`src/rtl/hazard_pipe_ctrl_if.sv`:
```
// Bundle between ID-stage decode and hazard/forwarding control: ID fields in, stage registers and stall/flush controls out.
// Latency and backpressure are set by the attached controller; the bundle itself is wiring only.
interface hazard_pipe_ctrl_if #(
  parameter int CNT_W = 16
);
  logic [4:0]       IFIDRs;
  logic [4:0]       IFIDRt;
  logic             IDUsesRt;
  logic [4:0]       IDRd;
  logic             IDRegWrite;
  logic             IDMemRead;
  logic             EXBranchTaken;

  logic [4:0]       IDEXRs;
  logic [4:0]       IDEXRt;
  logic [4:0]       IDEXRd;
  logic             IDEXRegWrite;
  logic             IDEXMemRead;
  logic [4:0]       EXMEMRd;
  logic             EXMEMRegWrite;
  logic [4:0]       MEMWBRd;
  logic             MEMWBRegWrite;
  logic             PCWrite;
  logic             IFIDWrite;
  logic             IFIDFlush;
  logic             Stall;
  logic [CNT_W-1:0] StallCount;

  modport master (
    output IFIDRs, IFIDRt, IDUsesRt, IDRd, IDRegWrite, IDMemRead, EXBranchTaken,
    input  IDEXRs, IDEXRt, IDEXRd, IDEXRegWrite, IDEXMemRead, EXMEMRd, EXMEMRegWrite,
           MEMWBRd, MEMWBRegWrite, PCWrite, IFIDWrite, IFIDFlush, Stall, StallCount
  );

  modport slave (
    input  IFIDRs, IFIDRt, IDUsesRt, IDRd, IDRegWrite, IDMemRead, EXBranchTaken,
    output IDEXRs, IDEXRt, IDEXRd, IDEXRegWrite, IDEXMemRead, EXMEMRd, EXMEMRegWrite,
           MEMWBRd, MEMWBRegWrite, PCWrite, IFIDWrite, IFIDFlush, Stall, StallCount
  );
endinterface

```
`src/rtl/hazard_pipe_ctrl.sv`:
```
// Hazard control: carries dest/flags down ID/EX->EX/MEM->MEM/WB; stall, bubble, flush; saturating stall counter.
// Latency: one cycle per stage, controls combinational; chain never freezes, only PC and IF/ID hold on stall.
module hazard_pipe_ctrl #(
  parameter bit FWD_EN = 1'b1,
  parameter int CNT_W  = 16
) (
  input  logic               clk,
  input  logic               rst_n,
  hazard_pipe_ctrl_if.slave  bus
);

  typedef struct packed {
    logic [4:0] rs;
    logic [4:0] rt;
    logic [4:0] rd;
    logic       reg_write;
    logic       mem_read;
  } idex_t;

  typedef struct packed {
    logic [4:0] rd;
    logic       reg_write;
  } dst_t;

  idex_t            idex_q;
  idex_t            idex_d;
  dst_t             exmem_q;
  dst_t             memwb_q;
  logic [CNT_W-1:0] stall_cnt_q;

  logic hit_ex;
  logic hit_mem;
  logic hz;
  logic stall;
  logic bubble;

  // $zero is hardwired, so it can never be a true dependency.
  assign hit_ex  = (idex_q.rd != 5'd0) &&
                   ((idex_q.rd == bus.IFIDRs) || (bus.IDUsesRt && (idex_q.rd == bus.IFIDRt)));
  assign hit_mem = (exmem_q.rd != 5'd0) &&
                   ((exmem_q.rd == bus.IFIDRs) || (bus.IDUsesRt && (exmem_q.rd == bus.IFIDRt)));

  // MEM/WB is excluded: the register file writes before it reads within a cycle.
  assign hz = FWD_EN ? (idex_q.mem_read && hit_ex)
                     : ((idex_q.reg_write && hit_ex) || (exmem_q.reg_write && hit_mem));

  assign stall  = hz && !bus.EXBranchTaken;
  assign bubble = stall || bus.EXBranchTaken;

  always_comb begin
    idex_d = '0;
    if (!bubble) begin
      idex_d.rs        = bus.IFIDRs;
      idex_d.rt        = bus.IFIDRt;
      idex_d.rd        = bus.IDRd;
      idex_d.reg_write = bus.IDRegWrite;
      idex_d.mem_read  = bus.IDMemRead;
    end
  end

  always_ff @(posedge clk or negedge rst_n) begin
    if (!rst_n) begin
      idex_q      <= '0;
      exmem_q     <= '0;
      memwb_q     <= '0;
      stall_cnt_q <= '0;
    end else begin
      idex_q            <= idex_d;
      exmem_q.rd        <= idex_q.rd;
      exmem_q.reg_write <= idex_q.reg_write;
      memwb_q           <= exmem_q;
      if (stall && (stall_cnt_q != {CNT_W{1'b1}}))
        stall_cnt_q <= stall_cnt_q + {{(CNT_W-1){1'b0}}, 1'b1};
    end
  end

  assign bus.IDEXRs        = idex_q.rs;
  assign bus.IDEXRt        = idex_q.rt;
  assign bus.IDEXRd        = idex_q.rd;
  assign bus.IDEXRegWrite  = idex_q.reg_write;
  assign bus.IDEXMemRead   = idex_q.mem_read;
  assign bus.EXMEMRd       = exmem_q.rd;
  assign bus.EXMEMRegWrite = exmem_q.reg_write;
  assign bus.MEMWBRd       = memwb_q.rd;
  assign bus.MEMWBRegWrite = memwb_q.reg_write;
  assign bus.PCWrite       = !stall;
  assign bus.IFIDWrite     = !stall;
  assign bus.IFIDFlush     = bus.EXBranchTaken;
  assign bus.Stall         = stall;
  assign bus.StallCount    = stall_cnt_q;

endmodule

```
`src/flat_wrapper.sv`:
```
// flat-port wrapper written by rule: the top's interface ports become plain ports
module hazard_pipe_ctrl_flat 
#(
  parameter bit FWD_EN = 1'b1,
  parameter int CNT_W  = 16
)
  (clk, rst_n, bus_IFIDRs, bus_IFIDRt, bus_IDUsesRt, bus_IDRd, bus_IDRegWrite, bus_IDMemRead, bus_EXBranchTaken, bus_IDEXRs, bus_IDEXRt, bus_IDEXRd, bus_IDEXRegWrite, bus_IDEXMemRead, bus_EXMEMRd, bus_EXMEMRegWrite, bus_MEMWBRd, bus_MEMWBRegWrite, bus_PCWrite, bus_IFIDWrite, bus_IFIDFlush, bus_Stall, bus_StallCount);
  hazard_pipe_ctrl_if #(.CNT_W(CNT_W)) bus_i ();
  input  logic clk;
  input  logic rst_n;
  input wire logic [$bits(bus_i.IFIDRs)-1:0] bus_IFIDRs;
  input wire logic [$bits(bus_i.IFIDRt)-1:0] bus_IFIDRt;
  input wire logic [$bits(bus_i.IDUsesRt)-1:0] bus_IDUsesRt;
  input wire logic [$bits(bus_i.IDRd)-1:0] bus_IDRd;
  input wire logic [$bits(bus_i.IDRegWrite)-1:0] bus_IDRegWrite;
  input wire logic [$bits(bus_i.IDMemRead)-1:0] bus_IDMemRead;
  input wire logic [$bits(bus_i.EXBranchTaken)-1:0] bus_EXBranchTaken;
  output wire logic [$bits(bus_i.IDEXRs)-1:0] bus_IDEXRs;
  output wire logic [$bits(bus_i.IDEXRt)-1:0] bus_IDEXRt;
  output wire logic [$bits(bus_i.IDEXRd)-1:0] bus_IDEXRd;
  output wire logic [$bits(bus_i.IDEXRegWrite)-1:0] bus_IDEXRegWrite;
  output wire logic [$bits(bus_i.IDEXMemRead)-1:0] bus_IDEXMemRead;
  output wire logic [$bits(bus_i.EXMEMRd)-1:0] bus_EXMEMRd;
  output wire logic [$bits(bus_i.EXMEMRegWrite)-1:0] bus_EXMEMRegWrite;
  output wire logic [$bits(bus_i.MEMWBRd)-1:0] bus_MEMWBRd;
  output wire logic [$bits(bus_i.MEMWBRegWrite)-1:0] bus_MEMWBRegWrite;
  output wire logic [$bits(bus_i.PCWrite)-1:0] bus_PCWrite;
  output wire logic [$bits(bus_i.IFIDWrite)-1:0] bus_IFIDWrite;
  output wire logic [$bits(bus_i.IFIDFlush)-1:0] bus_IFIDFlush;
  output wire logic [$bits(bus_i.Stall)-1:0] bus_Stall;
  output wire logic [$bits(bus_i.StallCount)-1:0] bus_StallCount;
  assign bus_i.IFIDRs = bus_IFIDRs;
  assign bus_i.IFIDRt = bus_IFIDRt;
  assign bus_i.IDUsesRt = bus_IDUsesRt;
  assign bus_i.IDRd = bus_IDRd;
  assign bus_i.IDRegWrite = bus_IDRegWrite;
  assign bus_i.IDMemRead = bus_IDMemRead;
  assign bus_i.EXBranchTaken = bus_EXBranchTaken;
  assign bus_IDEXRs = bus_i.IDEXRs;
  assign bus_IDEXRt = bus_i.IDEXRt;
  assign bus_IDEXRd = bus_i.IDEXRd;
  assign bus_IDEXRegWrite = bus_i.IDEXRegWrite;
  assign bus_IDEXMemRead = bus_i.IDEXMemRead;
  assign bus_EXMEMRd = bus_i.EXMEMRd;
  assign bus_EXMEMRegWrite = bus_i.EXMEMRegWrite;
  assign bus_MEMWBRd = bus_i.MEMWBRd;
  assign bus_MEMWBRegWrite = bus_i.MEMWBRegWrite;
  assign bus_PCWrite = bus_i.PCWrite;
  assign bus_IFIDWrite = bus_i.IFIDWrite;
  assign bus_IFIDFlush = bus_i.IFIDFlush;
  assign bus_Stall = bus_i.Stall;
  assign bus_StallCount = bus_i.StallCount;
  hazard_pipe_ctrl #(.FWD_EN(FWD_EN), .CNT_W(CNT_W)) u_core (.clk(clk), .rst_n(rst_n), .bus(bus_i));
endmodule
```
`config.mk`:
```
export PLATFORM = sky130hd
export DESIGN_NAME = hazard_pipe_ctrl_flat
export DESIGN_NICKNAME = d
export VERILOG_FILES = /design/src/rtl/hazard_pipe_ctrl_if.sv /design/src/rtl/hazard_pipe_ctrl.sv /design/src/flat_wrapper.sv
export SDC_FILE = /design/constraint.sdc
export NUM_CORES = 1
export LEC_CHECK = 0
export ABC_AREA = 1
export CORE_MARGIN = 1.5
export CORE_UTILIZATION = 50
export DETAILED_ROUTE_END_ITERATION = 8
export DONT_BUFFER_PORTS = 1
export PLACE_DENSITY = 0.69
export SETUP_SLACK_MARGIN = 0.1
export SKIP_LAST_GASP = 1
export SYNTH_ARGS = -nofsm -noshare
export SYNTH_HDL_FRONTEND = slang
export SYNTH_SLANG_ARGS = --single-unit
```
`constraint.sdc`:
```
create_clock -name clk -period 1.8 [get_ports clk]
set_input_delay 0.36 -clock clk [delete_from_list [all_inputs] [get_ports clk]]
set_output_delay 0.36 -clock clk [all_outputs]
set_load 0.02 [all_outputs]
```
; Yosys cells after proc, flatten, opt, wreduce, memory -nomap -nowiden
; Cells that the tools add are included.
[totals]
output_inout_bits = 49
input_bits = 21
word_cells = 25
register_bits = 45
[classes]
addsub = 1
n_reduce_logical = 10
mux = 1
eq_ne = 3
[ops]
columns = cell, count
row1 = $mux W17, 1
row2 = $add A16 B1 Y16 const B, 1
row3 = $ne A16 B16 Y1 const B, 1
row4 = $eq A5 B5 Y1, 2
row5 = $logic_and A1 B1 Y1, 5
row6 = $reduce_bool A5 Y1, 1
row7 = $logic_not A1 Y1, 2
row8 = $logic_or A1 B1 Y1, 2

; Depth between registers and ports, before layout
; Gate-level depths: netlist (run 1).
[logic_depth]
word_depth = 8
ltp_mapped = 11
ltp_nobuf = 10

; Least setup slack after synthesis (run 1)
; OpenSTA, ideal clock, no wires.
[synth_timing]
kind = register -> register
start = register u_core.stall_cnt_q[0] (netlist: u_core.bus.StallCount[0])
end = register u_core.stall_cnt_q[13] (netlist: u_core.bus.StallCount[13])
arrival_ns = 1.586
path_stages_with_launch = 11
period_less_slack_ns = 1.702
n_path_buf = 1
setup_slack_ns = 0.098
setup_ns = 0.115
required_time_ns = 1.685
cell_sequence = dfrtp_1 -> ha_1 -> nand3_2 -> nor2_4 -> and2_4 -> nand3b_4 -> clkinv_2 -> nor2_8 -> buf_12 -> nand2_2 -> nand2_2
[synth_via]
elab_chain_len = 2
elab_cells_between_ends = 3
cone_classes = add/sub: 1 / eq/ne: 1 / reduce/logical: 1
[synth_rtl]
columns = element, line
row1 = "start, declared", hazard_pipe_ctrl.sv:29  ; logic [CNT_W-1:0] stall_cnt_q;
row2 = "start signal, assigned", hazard_pipe_ctrl.sv:73  ; stall_cnt_q <= stall_cnt_q + {{(CNT_W-1){1'b0}}, 1'b1};
row3 = branches (longest 2 deep; another with $add A16 B1 Y16), -
; Parallel ways; which one is timed is not known.
; A chain may end at the register's enable or synchronous reset.

; Worst setup path in the final report (run 1)
[layout_timing]
start = register u_core.idex_q, in the netlist u_core.bus.IDEXRd[0]
end = output bus_PCWrite
[layout_via]
elab_chain_len = 7
elab_cells_between_ends = 9
cone_classes = eq/ne: 2 / reduce/logical: 7
[layout_rtl]
columns = element, line
row1 = "start, declared", hazard_pipe_ctrl.sv:25  ; idex_t idex_q;
row2 = "start signal, assigned", hazard_pipe_ctrl.sv:68  ; idex_q <= idex_d;
row3 = $eq A5 B5 Y1, hazard_pipe_ctrl.sv:39  ; ((idex_q.rd == bus.IFIDRs) || (bus.IDUsesRt && (idex_q.rd == bus.IFIDRt)));
row4 = $logic_and A1 B1 Y1, hazard_pipe_ctrl.sv:39
row5 = $logic_or A1 B1 Y1, hazard_pipe_ctrl.sv:39
row6 = $logic_and A1 B1 Y1 (*), hazard_pipe_ctrl.sv:38  ; assign hit_ex = (idex_q.rd != 5'd0) &&
row7 = $logic_and A1 B1 Y1 (*), hazard_pipe_ctrl.sv:44  ; assign hz = FWD_EN ? (idex_q.mem_read && hit_ex)
row8 = $logic_and A1 B1 Y1 (*), hazard_pipe_ctrl.sv:47  ; assign stall = hz && !bus.EXBranchTaken;
row9 = $logic_not A1 Y1 (*), -
row10 = "end, declared", flat_wrapper.sv:27  ; output wire logic [$bits(bus_i.PCWrite)-1:0] bus_PCWrite;
; Every way passes the cells marked *; elsewhere a longest branch is shown, timed or not.

==> results of run 1 <==
-- cell usage in the layout, fill, tap and decap left out, drive strengths merged --
| cell | n |
|---|---|
| and2 | 1 |
| buf | 26 |
| clkbuf | 6 |
| clkinv | 1 |
| clkinvlp | 1 |
| dfrtp | 45 |
| dlygate4sd3 | 1 |
| ha | 1 |
| inv | 31 |
| nand2 | 89 |
| nand3 | 9 |
| nand3b | 1 |
| nand4 | 4 |
| nor2 | 37 |
| o21ai | 1 |
| xnor2 | 9 |
| xor2 | 6 |
-- registers in the layout, summed over array words and instances (netlist names) --
register and count:
u_core.bus.MEMWBRd 5, u_core.bus.IDEXRt 5, u_core.bus.StallCount 16, u_core.bus.IDEXRs 5
u_core.bus.IDEXRd 5, u_core.bus.MEMWBRegWrite 1, u_core.bus.EXMEMRd 5, u_core.bus.IDEXRegWrite 1
u_core.bus.EXMEMRegWrite 1, u_core.bus.IDEXMemRead 1
-- kinds of logic (layout without fill, tap and decap cells) --
kind of cell | Yosys count | count (layout) | share of synthesized area, %
compound gates | 1 | 1 | 0.234
xor+xnor | 15 | 15 | 6.16
fa+ha+maj | 1 | 1 | 0.586
buf+inv | 36 | 66 | 7.92
flops | 45 | 45 | 52.8
simple gates | 140 | 141 | 32.3
-- worst reg2reg max path: stages (launching register included) --
cell and delay (ns):
dfrtp_2 0.41, ha_1 0.23, nand3_2 0.13, nor2_4 0.05, and2_4 0.15, nand3b_4 0.09
clkinv_2 0.13, nor2_4 0.15, buf_12 0.14, nand2_2 0.05, nand2_2 0.05
-- per-layer routing --
layer  GRT usage (%)  vias up  part of all wire, %
met4            9.00        0                  1.8
met1            25.1      739                   44
met5               0        -                    0
li1                -      768                    -
met2            30.1       58                   47
met3            5.10        7                  6.9
-- timing repair --
item                                   CTS  global route
resized for setup                        3             2
pin swaps                                3             5
gates cloned                             0             1
buffers inserted                         3             1
hold buffers                             2             0
endpoints found under the hold margin   45             0
setup endpoints to repair                3            36
-- worst max path at each step --
stage	startpoint	endpoint	slack [ns]	cells past startpoint
floorplan	u_core.bus.StallCount[1]	u_core.bus.StallCount[13]	0.12	10
global placement	u_core.bus.IDEXRd[3]	bus_PCWrite	0.19	8
detailed placement	u_core.bus.StallCount[0]	u_core.bus.StallCount[3]	0.13	9
CTS	u_core.bus.IDEXRd[3]	bus_PCWrite	-0.04	8
global route	u_core.bus.IDEXRd[3]	bus_PCWrite	-0.13	8
finish	u_core.bus.IDEXRd[0]	bus_PCWrite	0.009	7
-- cell type report --
class,instances,area (µm²),area share [%]
clock buffer,6,82.6,3.30
clock inverter,2,16.3,0.649
inverter,31,118,4.70
multi-input combinational,158,855,34.1
sequential,45,1130,45.1
tap,50,62.6,2.50
timing repair buffer,27,241,9.64
-- where the power goes --
part	total [mW]	leakage [nW]	internal (mW)	switching, mW
Sequential	1.12	0.593	1.06	0.0648
Clock	0.655	0.0478	0.316	0.339
Combinational	0.177	0.736	0.0639	0.113
Total	1.95	1.38	1.44	0.516
==> results.toml, run 1 <==
[cells_and_area]
drive_gt1_share_pct = 28.6
diodes = 0
utilization_pct = 61.7
layout.nets = 290
post-route-cell-area_um2 = 2500
instances_no_fill = 319
syn_to_final_growth_pct = 17.4
fillers = 346

[synth]
synth_fp_nets = 260
ys_seq_elements = 45
synth_top_area_share_pct = 52.8
synth_area_per_cell_um2 = 8.96
synth_ff_type = "dfrtp_1"
yosysSeqAreaShare_pct = 52.8
ys_types = 25
yosys.cell_count.top_type = "nand2_1"
syn_inst = 238
synth_area_um2 = 2130
synth_area_leaders = "dfrtp_1 53%, nand2_1 12%, nand2_2 6.5%"
async_reset_ff_share_pct = 100
synth_common_cells = "67 x nand2_1, 45 x dfrtp_1, 32 x nor2_1, 25 x inv_1, 22 x nand2_2"
synth-edff-count = 0
ys_warn_count = 0
yosys.area.top_type = "dfrtp_1"

[global_routing]
grt_pass1_wl_um = 6510
grt_max_degree = 46
grt_use_total_pct = 19.3
antenna_found_initial = 0
grt.overflow.total = 0
grt_pass1_vias = 1455

[sta]
period_needed_ns = 1.79
drv_slew = 0
fmax_ghz = 0.558
worst_slew_pin_slew_ns = 0.338
setup_tns_ns = 0
hold_viol = 0
rsz0062_at_grt = "true"
finalClockSkew_ns = 0.00723
setup_ws_ns = 0.00936
whs_ns = 0.154
relSlewSlack_pct = 77.4
finalCritPeriodShare_pct = 99.5
setup_viol = 0

[pwr]
peakVddDrop_uv = 477
powerDensity_nw_per_um2 = 779
power_leakage_nw = 1.38
p_total_mw = 1.95

[clock_network]
cts.sinks = 45
htreeDepth = 2
clk_pin_slew_worst_paths_ns = 0.09
worstSkewPairLatency_ns = 0.30
cts_buffer_depth = 2
cts_buffers = 5
clockRootBuffer = "clkbuf_8"
cts_tree = "done"

[placed_design]
place_ws_ns = 0.134
io_buffers = 0
gp_congestion = 0.937
place_area_um2 = 2300
dpl.hpwl_um = 3070
dp_cells = 304

[worst_setup_path]
required_ns = 1.44
slowest_stage = "dfrtp_2"
crit_top_cell = "nand2_1"
crit_type = "reg -> out"
critPathLaunchType = "register"
regToRegEndpoint = "u_core.bus.StallCount[5]"
reg2regPathDepth = 10
reg2reg_slack_ns = 0.15
crit_buf_inv = 1
crit_family = "simple AND/OR/NAND/NOR gates"
path_cells = "nand2_1 -> nand2_1 -> nor2_1 -> nand3_2 -> nand2_4 -> nand3_4 -> buf_6"
slowest_delay_ns = 0.45
end_kind = "output pin"
critPathArrivalTime_ns = 1.43
critical_path.max_fanout = 6
r2r-start = "u_core.bus.StallCount[0]"

[hold_path]
hp-start = "bus_IDRd[3]"
hp-class = "in -> reg"
hold_path_end = "u_core.bus.IDEXRd[3]"
hold_depth = 2

[status]
status = "complete, no violations"

[detailed_routing]
wl_per_cell_um = 13.3
vias = 1572
vias_per_cell = 4.93
drtPass1Iterations = 4
wl_um = 4230
drtIter0Drc = 90
drc = 0
ant_nets = 0

[die]
rows = 23
core-area_um2 = 4060
die_w_um = 68.3
pin_count = 70
die_height_um = 68.3
dieArea_um2 = 4670
start_util_pct = 52.6

[flow_run]
maxCapViolCount = 0
(Power assumes the default switching activity.)
==> run 2, diff against run 1 <==
--- a/config.mk
+++ b/config.mk
@@ -7,10 +7,10 @@
 export LEC_CHECK = 0
 export ABC_AREA = 1
 export CORE_MARGIN = 1.5
-export CORE_UTILIZATION = 50
+export CORE_UTILIZATION = 62
 export DETAILED_ROUTE_END_ITERATION = 8
 export DONT_BUFFER_PORTS = 1
-export PLACE_DENSITY = 0.69
+export PLACE_DENSITY = 0.82
 export SETUP_SLACK_MARGIN = 0.1
 export SKIP_LAST_GASP = 1
 export SYNTH_ARGS = -nofsm -noshare
==> results.toml, run 2 (same netlist as run 1, synthesis figures left out) <==
[cells_and_area]
post-route-cell-area_um2 = 2530
largest_reg_flops = 16
diodes = 0
fillers = 245
drive_gt1_share_pct = 31.0
syn_to_final_growth_pct = 18.8
instances_no_fill = 317
final_cell_mix = "65 x nand2_1, 42 x dfrtp_1, 31 x nor2_1"
layout.nets = 292
final_common_cell = "nand2_1"

[sta]
rsz0062_at_grt = "true"
setup_tns_ns = -0.601
fmax_ghz = 0.506
setup_ws_ns = -0.176
drv_slew = 0
finalCritPeriodShare_pct = 110
relSlewSlack_pct = 75.0
finalClockSkew_ns = 0.0103
hold_viol = 0
period_needed_ns = 1.98
worst_slew_pin_slew_ns = 0.375
setup_viol = 9

[status]
status = "finished, violations left"
violations = "negative setup slack"

[clock_network]
clk_pin_slew_worst_paths_ns = 0.14
htreeDepth = 2
cts_buffer_depth = 2
clockRootBuffer = "clkbuf_4"
cts_tree = "done"
cts.sinks = 45
cts_buffers = 5
worstSkewPairLatency_ns = 0.37

[pwr]
switchingPower_uw = 543
peakVddDrop_uv = 649
seqPwrFrac_pct = 56.9
p_comb_share_pct = 9.8
sw_frac_of_total_pct = 27.5
p_clk_share_pct = 33.3
internal-power_mw = 1.43
powerDensity_nw_per_um2 = 778
p_total_mw = 1.97
power_leakage_nw = 1.39

[die]
dieArea_um2 = 3800
die_height_um = 61.7
rows = 21
die_w_um = 61.7
core-area_um2 = 3310
start_util_pct = 64.4
pin_count = 70

[worst_setup_path]
critical_path.max_fanout = 4
path_cells = "inv_2 -> buf_6 -> nand4_1 -> o21ai_1 -> inv_2 -> nand3_4 -> buf_8"
slowest_stage = "dfrtp_1"
end_kind = "output pin"
critPathArrivalTime_ns = 1.62
slowest_delay_ns = 0.45
required_ns = 1.44
crit_top_cell = "inv_2"
reg2reg_slack_ns = -0.03
crit_type = "reg -> out"
critPathLaunchType = "register"

[global_routing]
grt_max_degree = 46
grt.overflow.total = 0
grt_pass1_vias = 1474
grt_pass1_wl_um = 6800
antenna_found_initial = 0
grt_use_total_pct = 25.1

[detailed_routing]
wl_per_cell_um = 14.5
vias = 1618
drtIter0Drc = 109
wl_um = 4600
drc = 0
ant_nets = 0
drtPass1Iterations = 4
vias_per_cell = 5.10

[flow_run]
maxCapViolCount = 0

[placed_design]
dp_cells = 296
io_buffers = 0
gp_congestion = 0.830
dpl.hpwl_um = 3000
place_area_um2 = 2270

[hold_path]
hp-class = "in -> reg"
## run 2: changes by cell type in the layout (fill, tap and decap cells not counted), moves of 2 or more
| cell | previous run | this run |
|---|---|---|
| nand2_2 | 21 | 24 |
| clkbuf_8 | 6 | 0 |
| clkbuf_4 | 0 | 5 |
| nand2_1 | 67 | 65 |
| buf_12 | 1 | 3 |
## run 2: repair_timing
item | in CTS | in global routing
hold endpoints to repair | 45 | 0
resized for setup | 4 | 7
cloned | 0 | 1
hold buffers | 2 | 0
pin swaps | 3 | 8
setup buffers | 7 | 3
setup endpoints to repair | 4 | 36
## run 2: power groups by stage
stage	registers (mW)	clock network (mW)	logic [mW]
final	1.12	0.657	0.193
after global routing	1.13	0.702	0.216
after CTS	1.12	0.666	0.183
after detailed placement	1.14	0	0.145
after global placement	1.14	0	0.140
after floorplan	1.16	0	0.0827
## run 2: path summary, 6_finish.rpt
path	startpoint	endpoint	cells after the start
max reg2reg	u_core.bus.IDEXRd[3]	u_core.bus.StallCount[12]	13
max	u_core.bus.IDEXRd[1]	bus_IFIDWrite	7
min reg2reg	u_core.bus.IDEXRd[0]	u_core.bus.EXMEMRd[0]	0
max in group asynchronous	rst_n	u_core.bus.StallCount[0]	2
min	bus_IDRegWrite	u_core.bus.IDEXRegWrite	2
min in group asynchronous	rst_n	u_core.bus.IDEXRs[3]	2
## run 2: per-layer routing
metal  global-route usage, %  vias to the layer above  wire [µm]  share of wire [%]
li1                        -                      774          -                  -
met5                       0                        -          0                  0
met2                    38.3                       62       2260                 49
met4                    13.7                        0         97                2.1
met3                    7.56                       11        310                6.7
met1                    32.1                      771       1930                 42
## run 2: area by class of cell
cell class              instances  area (µm²)  area share (%)
repair buffers                 30         294            11.6
well taps                      46        57.6            2.27
clock inverters                 3        47.5            1.88
multi-input cells             157         851            33.6
clock buffers                   5        37.5            1.48
flip-flops and latches         45        1130            44.6
inverters                      31         118            4.64
## run 2: per-stage QoR
stage / setup WS [ns] / utilization (%) / hold slack [ns]
after floorplan: 0.116 / - / 0.0644
after global placement: 0.160 / 68.5 / 0.0654
after detailed placement: 0.122 / 68.5 / 0.0654
after CTS: -0.115 / 74.5 / 0.0677
after global routing: -0.250 / 76.6 / 0.0609
final: -0.176 / 76.6 / 0.0742
## run 2: worst max-delay path: cells and delay by family, from the launching register on
| family | cells | cell delay [ns] |
|---|---|---|
| flip-flops | 1 | 0.45 |
| buffers and inverters | 4 | 0.44 |
| AND/OR/NAND/NOR | 2 | 0.18 |
| AO/OA/AOI/OAI | 1 | 0.18 |
==> run 3, diff against run 2 <==
--- a/config.mk
+++ b/config.mk
@@ -6,11 +6,11 @@
 export NUM_CORES = 1
 export LEC_CHECK = 0
 export ABC_AREA = 1
-export CORE_MARGIN = 1.5
-export CORE_UTILIZATION = 62
+export CORE_UTILIZATION = 65
+export CTS_BUF_LIST = sky130_fd_sc_hd__clkbuf_2
 export DETAILED_ROUTE_END_ITERATION = 8
 export DONT_BUFFER_PORTS = 1
-export PLACE_DENSITY = 0.82
+export PLACE_DENSITY = 0.85
 export SETUP_SLACK_MARGIN = 0.1
 export SKIP_LAST_GASP = 1
 export SYNTH_ARGS = -nofsm -noshare
==> constraint.sdc (replaced) <==
create_clock -name clk -period 1.8 [get_ports clk]
set_input_delay 0 -clock clk [delete_from_list [all_inputs] [get_ports clk]]
set_output_delay 0 -clock clk [all_outputs]
set_load 0.02 [all_outputs]
==> results.toml, run 3 (same netlist as run 1, synthesis figures left out) <==
[cells_and_area]
syn_to_final_growth_pct = 23.8
utilization_pct = 85.8
fillers = 150
layout.nets = 306
diodes = 0
final_cell_mix = "65 x nand2_1, 43 x dfrtp_1, 31 x nor2_1"
drive_gt1_share_pct = 27.0
final_common_cell = "nand2_1"
largest_reg_flops = 16

[clock_network]
cts_buffers = 5
clk_pin_slew_worst_paths_ns = 0.25
cts_tree = "done"
htreeDepth = 2
cts_buffer_depth = 2
cts.sinks = 45
worstSkewPairLatency_ns = 0.47
clockRootBuffer = "clkbuf_2"

[sta]
finalCritPeriodShare_pct = 99.5
setup_viol = 0
finalClockSkew_ns = 0.0196
setup_tns_ns = 0
drv_slew = 0
hold_viol = 0
rsz0062_at_grt = "true"
worst_slew_pin_slew_ns = 0.360
fmax_ghz = 0.558
setup_ws_ns = 0.00820
relSlewSlack_pct = 76.0
period_needed_ns = 1.79

[global_routing]
use_met2_pct = 54.1
use_met1_pct = 35.5
busiest_layer = "met2"
grt_pass1_vias = 1652
grt_use_total_pct = 31.5
antenna_found_initial = 0
use_met3_pct = 10.5
grt_max_degree = 46
grt.overflow.total = 0
grt_pass1_wl_um = 7770

[die]
die_height_um = 59.3
core-area_um2 = 3080
pin_count = 70
die_w_um = 59.3
start_util_pct = 69.3
dieArea_um2 = 3520
rows = 20

[detailed_routing]
vias = 1727
drc = 0
drtIter0Drc = 72
wl_per_cell_um = 16.0
drtPass1Iterations = 4
vias_per_cell = 5.25
wl_um = 5270
ant_nets = 0

[pwr]
switchingPower_uw = 579
p_total_mw = 1.97
power_leakage_nw = 1.43
internal-power_mw = 1.39
p_comb_share_pct = 11.1
p_clk_share_pct = 31.9
sw_frac_of_total_pct = 29.4
seqPwrFrac_pct = 57.0
peakVddDrop_uv = 711
powerDensity_nw_per_um2 = 747

[hold_path]
hp-class = "in -> out"
hold_depth = 0

[worst_setup_path]
crit_type = "reg -> out"
end_kind = "output pin"
reg2reg_slack_ns = 0.08
regToRegEndpoint = "u_core.bus.StallCount[14]"
r2r-start = "u_core.bus.IDEXRd[4]"
critPathLaunchType = "register"
worstSetupStartpoint = "u_core.bus.IDEXRd[4]"
critPathArrivalTime_ns = 1.79
crit_path_end = "bus_Stall"
required_ns = 1.80
critical_path.max_fanout = 4
reg2regPathDepth = 12

[flow_run]
maxCapViolCount = 0

[placed_design]
place_ws_ns = 0.139
dpl.hpwl_um = 2980
gp_congestion = 0.861
io_buffers = 0

[status]
status = "complete, no violations"
## run 3: worst min-delay path by stage
stage	start	endpoint	slack (ns)
after floorplan	rst_n	u_core.bus.EXMEMRd[0]	-0.30
after global placement	rst_n	u_core.bus.MEMWBRd[0]	-0.29
after detailed placement	rst_n	u_core.bus.MEMWBRd[1]	-0.29
after CTS	bus_EXBranchTaken	bus_IFIDFlush	0.0003
after global routing	bus_EXBranchTaken	bus_IFIDFlush	0.00003
final	bus_EXBranchTaken	bus_IFIDFlush	0.00001
## run 3: power groups by stage
stage,clock network (mW),registers [mW],logic (mW)
after floorplan,0,1.16,0.0827
after global placement,0,1.14,0.141
after detailed placement,0,1.14,0.143
after CTS,0.609,1.12,0.209
after global routing,0.664,1.13,0.240
final,0.629,1.12,0.220
## run 3: per-stage QoR
step                cells  hold WS, ns  cell area [µm²]
floorplan             238       -0.296             2130
CTS                   328     0.000261             2620
detailed placement    295       -0.295             2270
finish                329    0.0000105             2640
global placement      295       -0.295             2270
global route          329    0.0000307             2640
## run 3: worst max-delay path, cell delays in order, from the launching register on
cell	delay, ns
dfrtp_1	0.49
inv_2	0.06
nand2_1	0.06
nand2_1	0.07
nor2_2	0.13
nand3_2	0.09
nand2_2	0.11
nand3_4	0.08
buf_8	0.16
inv_6	0.07
## run 3: cell type report
| cell class | count | area, µm² | area share, % |
|---|---|---|---|
| inverter | 31 | 123 | 4.64 |
| clock inverter | 3 | 47.5 | 1.80 |
| multi-input combinational | 157 | 846 | 32.0 |
| tap | 44 | 55.1 | 2.08 |
| clock buffer | 5 | 25.0 | 0.947 |
| timing repair buffer | 44 | 417 | 15.8 |
| sequential | 45 | 1130 | 42.7 |
## run 3: repair_timing
| item | in CTS | in global routing |
|---|---|---|
| endpoints found under the hold margin | 62 | 7 |
| resized for setup | 6 | 5 |
| pin swaps | 4 | 6 |
| setup endpoints to repair | 6 | 36 |
| hold buffers | 20 | 1 |
| cloned | 0 | 0 |
| buffers inserted | 5 | 0 |
## run 3: per-layer routing
layer | wire [µm] | share of wire, %
met1 | 1970 | 37
met2 | 2860 | 54
met3 | 336 | 6.4
met4 | 97 | 1.8
met5 | 0 | 0
